### src/rtl/debug_pkg.sv
// Shared constants, state encodings and helpers for the host debug sequencer.
package debug_pkg;

    // Host command bytes and single-byte replies
    localparam logic [7:0] CMD_LOAD = 8'h4C;
    localparam logic [7:0] CMD_RUN  = 8'h52;
    localparam logic [7:0] CMD_STEP = 8'h53;
    localparam logic [7:0] ACK      = 8'h06;
    localparam logic [7:0] NAK      = 8'h15;

    // Width of the frame handed to the byte transmitter (pc + cycle count)
    localparam int FRAME_W = 64;

    typedef enum logic [2:0] {
        IDLE, LD_CNT, LD_BYTE, LD_WR, RUN, STEP, TX_REQ, TX_WAIT
    } state_t;

    typedef enum logic [1:0] {
        TXS_IDLE, TXS_WAIT, TXS_START, TXS_GAP
    } tx_state_t;

    // Saturating increment for the 32-bit cycle counter
    function automatic logic [31:0] sat_inc(input logic [31:0] v);
        return (v == 32'hFFFF_FFFF) ? v : v + 32'd1;
    endfunction

endpackage

### src/rtl/debug_tx_seq.sv
// Serialises a latched frame onto the UART transmitter, MSB byte first,
// honouring the busy handshake, and pulses done_o once the last byte is away.
module debug_tx_seq
    import debug_pkg::*;
(
    input  logic               clk_i,
    input  logic               rst_i,
    input  logic               load_i,
    input  logic [FRAME_W-1:0] frame_i,
    input  logic [3:0]         count_i,
    input  logic               tx_busy_i,
    output logic [7:0]         tx_data_o,
    output logic               tx_start_o,
    output logic               done_o
);

    tx_state_t          st_q;
    logic [FRAME_W-1:0] frame_q;
    logic [3:0]         left_q;
    logic [7:0]         tx_data_q;
    logic               tx_start_q;
    logic               done_q;

    // Byte handshake: wait idle -> one-cycle start -> one gap cycle -> repeat
    always_ff @(posedge clk_i or posedge rst_i) begin
        if (rst_i) begin
            st_q       <= TXS_IDLE;
            frame_q    <= '0;
            left_q     <= 4'd0;
            tx_data_q  <= 8'd0;
            tx_start_q <= 1'b0;
            done_q     <= 1'b0;
        end else begin
            done_q <= 1'b0;
            case (st_q)
                TXS_IDLE: begin
                    if (load_i) begin
                        frame_q <= frame_i;
                        left_q  <= count_i;
                        st_q    <= TXS_WAIT;
                    end
                end
                TXS_WAIT: begin
                    // The final wait for idle also covers the last byte
                    if (!tx_busy_i) begin
                        if (left_q == 4'd0) begin
                            done_q <= 1'b1;
                            st_q   <= TXS_IDLE;
                        end else begin
                            tx_data_q  <= frame_q[FRAME_W-1 -: 8];
                            tx_start_q <= 1'b1;
                            st_q       <= TXS_START;
                        end
                    end
                end
                TXS_START: begin
                    tx_start_q <= 1'b0;
                    frame_q    <= frame_q << 8;
                    left_q     <= left_q - 4'd1;
                    st_q       <= TXS_GAP;
                end
                TXS_GAP: begin
                    // Transmitter raises busy during this cycle
                    st_q <= TXS_WAIT;
                end
                default: begin
                    tx_start_q <= 1'b0;
                    st_q       <= TXS_IDLE;
                end
            endcase
        end
    end

    assign tx_data_o  = tx_data_q;
    assign tx_start_o = tx_start_q;
    assign done_o     = done_q;

endmodule

### src/rtl/debug_unit.sv
// Host-side sequencer for the pipeline: decodes UART command bytes, loads
// instruction memory, runs or single-steps the core and reports pc/cycles.
module debug_unit
    import debug_pkg::*;
#(
    parameter int DATA_W  = 32,
    parameter int ADDR_W  = 10,
    parameter int RUN_MAX = 0
) (
    input  logic              Clk,
    input  logic              Reset,
    input  logic [7:0]        rx_data,
    input  logic              rx_valid,
    output logic [7:0]        tx_data,
    output logic              tx_start,
    input  logic              tx_busy,
    output logic              imem_we,
    output logic [ADDR_W-1:0] imem_addr,
    output logic [DATA_W-1:0] imem_wdata,
    output logic              pipe_enable,
    output logic              pipe_reset,
    input  logic              halt,
    input  logic [DATA_W-1:0] pc,
    output logic              busy
);

    localparam int BYTES = DATA_W / 8;

    state_t             state_q;
    logic [31:0]        cyc_q;
    logic [31:0]        run_cnt_q;
    logic [7:0]         words_q;
    logic [7:0]         byte_cnt_q;
    logic [7:0]         reply_q;
    logic               rpt_q;
    logic               imem_we_q;
    logic [ADDR_W-1:0]  imem_addr_q;
    logic [DATA_W-1:0]  imem_wdata_q;
    logic               pipe_reset_q;
    logic               busy_q;

    logic               timeout_s;
    logic               run_go_s;
    logic               step_go_s;
    logic               tx_load_s;
    logic [FRAME_W-1:0] tx_frame_s;
    logic [3:0]         tx_count_s;
    logic               tx_done_s;

    // Enable is gated combinationally so halt/abort stop the pipeline in the same cycle
    assign timeout_s   = (RUN_MAX != 0) && (run_cnt_q == 32'(RUN_MAX));
    assign run_go_s    = (state_q == RUN) && !halt && !rx_valid && !timeout_s;
    assign step_go_s   = (state_q == STEP) && !halt;
    assign pipe_enable = run_go_s || step_go_s;

    // pc is sampled into the frame in the TX_REQ cycle, the first report cycle
    assign tx_load_s  = (state_q == TX_REQ);
    assign tx_frame_s = rpt_q ? {32'(pc), cyc_q} : {reply_q, 56'd0};
    assign tx_count_s = rpt_q ? 4'd8 : 4'd1;

    // Command decode, load assembly, run/step control and counters
    always_ff @(posedge Clk or posedge Reset) begin
        if (Reset) begin
            state_q      <= IDLE;
            cyc_q        <= 32'd0;
            run_cnt_q    <= 32'd0;
            words_q      <= 8'd0;
            byte_cnt_q   <= 8'd0;
            reply_q      <= 8'd0;
            rpt_q        <= 1'b0;
            imem_we_q    <= 1'b0;
            imem_addr_q  <= '0;
            imem_wdata_q <= '0;
            pipe_reset_q <= 1'b1;
            busy_q       <= 1'b0;
        end else begin
            case (state_q)
                IDLE: begin
                    if (rx_valid) begin
                        busy_q <= 1'b1;
                        case (rx_data)
                            CMD_LOAD: begin
                                pipe_reset_q <= 1'b1;
                                cyc_q        <= 32'd0;
                                imem_addr_q  <= '0;
                                state_q      <= LD_CNT;
                            end
                            CMD_RUN: begin
                                run_cnt_q <= 32'd0;
                                state_q   <= RUN;
                            end
                            CMD_STEP: begin
                                state_q <= STEP;
                            end
                            default: begin
                                rpt_q   <= 1'b0;
                                reply_q <= NAK;
                                state_q <= TX_REQ;
                            end
                        endcase
                    end
                end
                LD_CNT: begin
                    if (rx_valid) begin
                        words_q    <= rx_data;
                        byte_cnt_q <= 8'd0;
                        if (rx_data == 8'd0) begin
                            rpt_q        <= 1'b0;
                            reply_q      <= ACK;
                            pipe_reset_q <= 1'b0;
                            state_q      <= TX_REQ;
                        end else begin
                            state_q <= LD_BYTE;
                        end
                    end
                end
                LD_BYTE: begin
                    if (rx_valid) begin
                        imem_wdata_q <= (imem_wdata_q << 8) | DATA_W'(rx_data);
                        if (byte_cnt_q == 8'(BYTES - 1)) begin
                            byte_cnt_q <= 8'd0;
                            imem_we_q  <= 1'b1;
                            state_q    <= LD_WR;
                        end else begin
                            byte_cnt_q <= byte_cnt_q + 8'd1;
                        end
                    end
                end
                LD_WR: begin
                    imem_we_q   <= 1'b0;
                    imem_addr_q <= imem_addr_q + ADDR_W'(1);
                    words_q     <= words_q - 8'd1;
                    if (words_q == 8'd1) begin
                        rpt_q        <= 1'b0;
                        reply_q      <= ACK;
                        pipe_reset_q <= 1'b0;
                        state_q      <= TX_REQ;
                    end else begin
                        state_q <= LD_BYTE;
                    end
                end
                RUN: begin
                    // Any rx byte here is an abort and is swallowed
                    if (run_go_s) begin
                        cyc_q     <= sat_inc(cyc_q);
                        run_cnt_q <= run_cnt_q + 32'd1;
                    end else begin
                        rpt_q   <= 1'b1;
                        state_q <= TX_REQ;
                    end
                end
                STEP: begin
                    if (step_go_s) begin
                        cyc_q <= sat_inc(cyc_q);
                    end
                    rpt_q   <= 1'b1;
                    state_q <= TX_REQ;
                end
                TX_REQ: begin
                    state_q <= TX_WAIT;
                end
                TX_WAIT: begin
                    if (tx_done_s) begin
                        busy_q  <= 1'b0;
                        state_q <= IDLE;
                    end
                end
                default: begin
                    busy_q  <= 1'b0;
                    state_q <= IDLE;
                end
            endcase
        end
    end

    debug_tx_seq u_tx_seq (
        .clk_i      (Clk),
        .rst_i      (Reset),
        .load_i     (tx_load_s),
        .frame_i    (tx_frame_s),
        .count_i    (tx_count_s),
        .tx_busy_i  (tx_busy),
        .tx_data_o  (tx_data),
        .tx_start_o (tx_start),
        .done_o     (tx_done_s)
    );

    assign imem_we    = imem_we_q;
    assign imem_addr  = imem_addr_q;
    assign imem_wdata = imem_wdata_q;
    assign pipe_reset = pipe_reset_q;
    assign busy       = busy_q;

endmodule

### config.mk
export PLATFORM = sky130hd
export DESIGN_NAME = debug_unit
export DESIGN_NICKNAME = d
export VERILOG_FILES = /design/src/rtl/debug_pkg.sv /design/src/rtl/debug_tx_seq.sv /design/src/rtl/debug_unit.sv
export SDC_FILE = /design/constraint.sdc
export NUM_CORES = 1
export LEC_CHECK = 0
export CORE_AREA = 3 3 131 133
export CTS_BUF_LIST = sky130_fd_sc_hd__clkbuf_4
export DETAILED_ROUTE_END_ITERATION = 10
export DIE_AREA = 0 0 134 136
export PLACE_DENSITY = 0.81
export SETUP_SLACK_MARGIN = 0.02
export SLEW_MARGIN = 30
export SYNTH_ARGS = -nofsm -noshare
export SYNTH_HDL_FRONTEND = slang
export SYNTH_SLANG_ARGS = --single-unit
### constraint.sdc
create_clock -name Clk -period 9.4 [get_ports Clk]
set_input_delay 1.41 -clock Clk [delete_from_list [all_inputs] [get_ports Clk]]
set_output_delay 1.41 -clock Clk [all_outputs]
set_load 0.02 [all_outputs]
### Word level (Yosys, flattened, before mapping)

Cells that the tools add are included.

* bits in registers: 185
* bits of input ports: 45
* output and inout bits: 55

* add/sub/neg operators: 5
* eq/ne operators: 31
* mux-type cells: 63
* bitwise gates (word level): 3
* reductions and logical operators: 36

Operator list (number)
* 32-bit 2-to-1 mux: 5
* 64-bit 2-to-1 mux: 2
* 64-bit case mux with 2 select lines: 1
* 32-bit case mux with 3 select lines: 1
* 8-bit 2-to-1 mux: 9
* 32-bit by 1-bit adder with 32-bit output, second input constant: 1
* 32-bit == test, second input constant: 1
* 32-bit by 8-bit OR with 32-bit output: 1
* 8-bit case mux with 2 select lines: 2
* 2-bit != test, second input constant: 13
* 8-bit by 7-bit == test with 1-bit output, second input constant: 3
* 3-bit 2-to-1 mux: 8
* 3-bit case mux with 8 select lines: 1
* 8-bit case mux with 3 select lines: 1
* 10-bit 2-to-1 mux: 2
* 10-bit case mux with 2 select lines: 1
* 3-bit AND reduction: 6
* 6-bit AND reduction: 3
* 1-bit 2-to-1 mux: 17
* 2-bit nonzero test: 7
* 3-bit == test, second input constant: 4
* 10-bit by 1-bit adder with 10-bit output, second input constant: 1
* 3-bit case mux with 3 select lines: 1
* 8-bit by 1-bit adder with 8-bit output, second input constant: 1
* 30 further kinds: 46

### Depth between registers and ports, before layout

* word-level depth: 5
* depth in mapped cells: 8

### By module

Synthesis repeated with hierarchy kept, for this count alone.

* cell total of the unflattened synthesis: 944
* area, all modules: 9372.7 µm²

By module, submodules not included
* debug_unit: instances 1, cells an instance 594, area each 5637.9 µm²
* debug_tx_seq: instances 1, cells an instance 350, area each 3734.8 µm²

### Worst setup path before layout

Ideal clock, no wire load.

* kind: in2out
* start: in rx_valid
* end: out pipe_enable
* arrival time: 2.173 ns
* path slack: 5.817 ns
* stages on the path: 3
* buffers on the path: 0
* path through: nor2b_1 > or4_4 > inv_1

* longest elaborated chain between the ends: 3

Ends and longest elaborated chain
* from (decl): line debug_unit.sv:13 `input logic rx_valid,`
* 1-bit zero test: line debug_unit.sv:52 `assign run_go_s = (state_q == RUN) && !halt && !rx_valid && !timeout_s;`
* 1-bit logical AND: line debug_unit.sv:52
* 1-bit logical OR: line debug_unit.sv:54 `assign pipe_enable = run_go_s || step_go_s;`
* to (decl): line debug_unit.sv:20 `output logic pipe_enable,`

Every way passes these cells.

### Final worst setup path

Ends and elaborated chain as after synthesis.

==> run_results.csv <==
group,metric,value,unit
synth,yosysMostFrequentCell,"dfrtp_1",
placement,hpwl,12800,um
routing,wl_per_cell,16.4,um
power,seq_power_share,0.434,
synth,mappedNetlistNets,934,
timing,period_needed,4930,ps
clocking,cts_resized,0,
critical_path,cp_slowest_cell,"clkdlybuf4s50_1",
synth,syn_area,8790,um^2
power,p_int,1.71,mW
routing,drt_first_iter_violations,558,
timing,slew_viol_final,0,
power,clockPowerShare,0.142,
floorplanning,io_pins,100,
synth,synth_edf_count,0,
synth,ys_ff_latch,180,
finish,finalNonFillerCells,1175,
routing,routed_wl,19300,um
timing,slew_headroom,0.362,
placement,gp_congestion,0.816,
clocking,cts_sinks,180,
global_routing,grt_pass1_wl,31700,um
critical_path,start_kind,"primary input",
power,power,2.86,mW
critical_path,cp.arrival,3520,ps
power,ir_drop,134,uV
global_routing,grt_max_degree,98,
timing,rsz0062_at_grt,"no",
critical_path,cp-end-kind,"primary output",
synth,synth_top_area_frac,0.510,
finish,area_growth,15.3,%
timing,timing.final.crit_share,0.525,
critical_path,crit_path_max_fanout,12,
timing,setup_viol,0,
routing,via_per_inst,5.92,
floorplanning,die_area,18200,um^2
floorplanning,placementRows,46,
power,switching_share,0.402,
critical_path,critical_path.startpoint,"rx_valid",
synth,synthArstFlopShare,1.00,
routing,drc_errors,0,
global_routing,grt_use_met2,0.342,
timing,clock-skew-final,17.8,ps
floorplanning,die_h,136,um
power,p_switching,1.15,mW
synth,ys_warn_count,0,
global_routing,met1_usage,0.296,
power,power.density,283,nW/um^2
placement,placedCellCount,1141,
synth,synthTopCellsByArea,"dfrtp_1 (51%), nand2_1 (7.0%), mux2_2 (5.8%)",
placement,numPortBuffers,99,
clocking,cts.clk_slew.worst_paths,140,ps
floorplanning,coreArea,15900,um^2
synth,yosysSeqAreaShare,0.513,
critical_path,crit_path_frequent_cell,"clkdlybuf4s50_1",
timing,finalHoldViolCount,0,
timing,fin_setup_tns,0,ps
finish,nNetsFinal,999,
placement,pre_cts_slack,4500,ps
routing,vias,6952,
power,pwr-share-comb,0.424,
run,drv_cap,0,
clocking,cts_buffers,17,
critical_path,path_class,"in -> out",
clocking,cts_tree,"yes",
timing,tightest_slew,956,ps
floorplanning,die-width,134,um
clocking,cts-hold-fix-buffers,0,
clocking,htreeDepth,4,
critical_path,crit_chain,"clkdlybuf4s50_1, nor2b_1, or4_4, inv_1, clkdlybuf4s50_1",
critical_path,worst_ep_required_time,7990,ps
routing,dr.pass1.iters,5,
clocking,clkLatencyLatePin,570,ps
global_routing,grt_pass1_vias,6379,
clocking,post_cts_buffers,0,
global_routing,antenna_found_initial,1,
synth,avgSynthCellArea,10.0,um^2
critical_path,r2r_cells,5,
hold_path,hold_path_class,"reg -> reg",
timing,setup_slack,4470,ps
synth,synth_common_cells,"dfrtp_1 (179), nand2_1 (165), nor2_1 (59), a32oi_1 (50), mux2_2 (45)",
critical_path,max_stage_delay,640,ps
floorplanning,initial_utilization,0.551,
finish,finalCoreUtilization,0.636,
synth,syn_inst,879,
synth,synth_ff_type,"dfrtp_1",
critical_path,crit_end,"pipe_enable",
critical_path,r2r-end,"cyc_q[12]",
critical_path,rrSetupSlack,6410,ps
power,p_leak,4.48,nW
clocking,clock_path_buffers,2,
synth,synth_top_area_cell,"dfrtp_1",
global_routing,grt_usage,0.213,
routing,ant_nets,0,
synth,ys_types,76,
global_routing,grt.overflow.total,0,
global_routing,met3_usage,0.0422,
critical_path,timing.rr.start,"state_q[2]",
outcome,status,"complete, no violations",
global_routing,busiest_layer,"met2",
finish,drive_gt1_frac,0.113,
clocking,clockRootBuffer,"clkbuf_4",
timing,fmax,0.203,GHz
-- per-layer routing --
layer	vias to the layer above	routed length (um)
met2	160	9530
met1	3433	8660
met5	-	0
met4	0	314
li1	3331	-
met3	28	808
-- power groups by stage --
stage               sequential (mW)  combinational [mW]  clock (mW)
finish                         1.24                1.21       0.407
global route                   1.28                1.33       0.449
CTS                            1.24                1.22       0.420
detailed placement             1.26                1.22           0
global placement               1.25                1.18           0
floorplan                      1.32               0.712           0
-- how the worst min path moves through the flow --
stage	slack (ps)	cells past startpoint	startpoint	end
floorplan	430	2	u_tx_seq.frame_q[63]	u_tx_seq.frame_q[63]
global placement	440	2	u_tx_seq.frame_q[63]	u_tx_seq.frame_q[63]
detailed placement	460	2	u_tx_seq.frame_q[63]	u_tx_seq.frame_q[63]
CTS	490	2	u_tx_seq.frame_q[36]	u_tx_seq.frame_q[36]
global route	500	2	u_tx_seq.frame_q[32]	u_tx_seq.frame_q[32]
finish	480	2	u_tx_seq.frame_q[9]	u_tx_seq.frame_q[9]
-- logic make-up after synthesis --
logic type,after synthesis,synth area share
multiplexers,54,0.0679
buffers and inverters,81,0.0412
XOR/XNOR,8,0.00797
adder cells (fa/ha/maj),10,0.0142
flip-flops,180,0.513
AO/OA/AOI/OAI,203,0.167
AND/OR/NAND/NOR,343,0.189
-- critical path: cells and delay by family --
family	cells	cell delay, ps
buffers and inverters	3	1370
AND/OR/NAND/NOR	2	740
-- state kept, by name, summed over array words and instances, names as in the netlist, 2 cells and up --
name,count
words_q,8
u_tx_seq.left_q,4
reply_q,3
byte_cnt_q,8
u_tx_seq.st_q,2
u_tx_seq.tx_data_o,8
imem_addr,10
state_q,3
cyc_q,32
imem_wdata,32
u_tx_seq.frame_q,64
-- layout by cell type (no fill, tap or decap), types with 3 or more instances in the layout --
cell             count
inv_1               21
and3_1              12
nand2_1            165
or3_1                7
o22ai_1              3
a32oi_1             50
inv_6                3
a211oi_1             3
nand2b_1             8
buf_4                5
ha_1                10
dfrtp_1            179
a221o_1              6
nor2b_1              7
nor2_1              59
nand3_1             28
clkinv_4             5
mux2i_1              8
xor2_1               6
a221oi_1             3
a31oi_1             26
o211a_1              4
a21oi_1             34
a22o_1               4
clkdlybuf4s50_1     99
nor3_1              14
clkbuf_4            18
mux2_2              44
a41oi_1              6
nand4_1              9
and2_1               6
o21ai_0             36
clkinv_2             3
o31ai_1              5
-- layout make-up --
cell class              count  area [um^2]
fillers                  1317         5810
clock buffers              18          135
repair buffers            105         1040
well taps                 216          270
diodes                      2         5.00
flip-flops and latches    180         4510
inverters                  22         87.6
clock inverters            14          134
multi-input cells         618         3960
-- metrics by stage --
stage                     area, um^2  hold slack, ps
final                          10100             482
after global routing           10100             499
after CTS                      10100             488
after detailed placement        9860             456
after global placement          9850             445
after floorplan                 8790             433
Power figures use the tool's default switching activity.
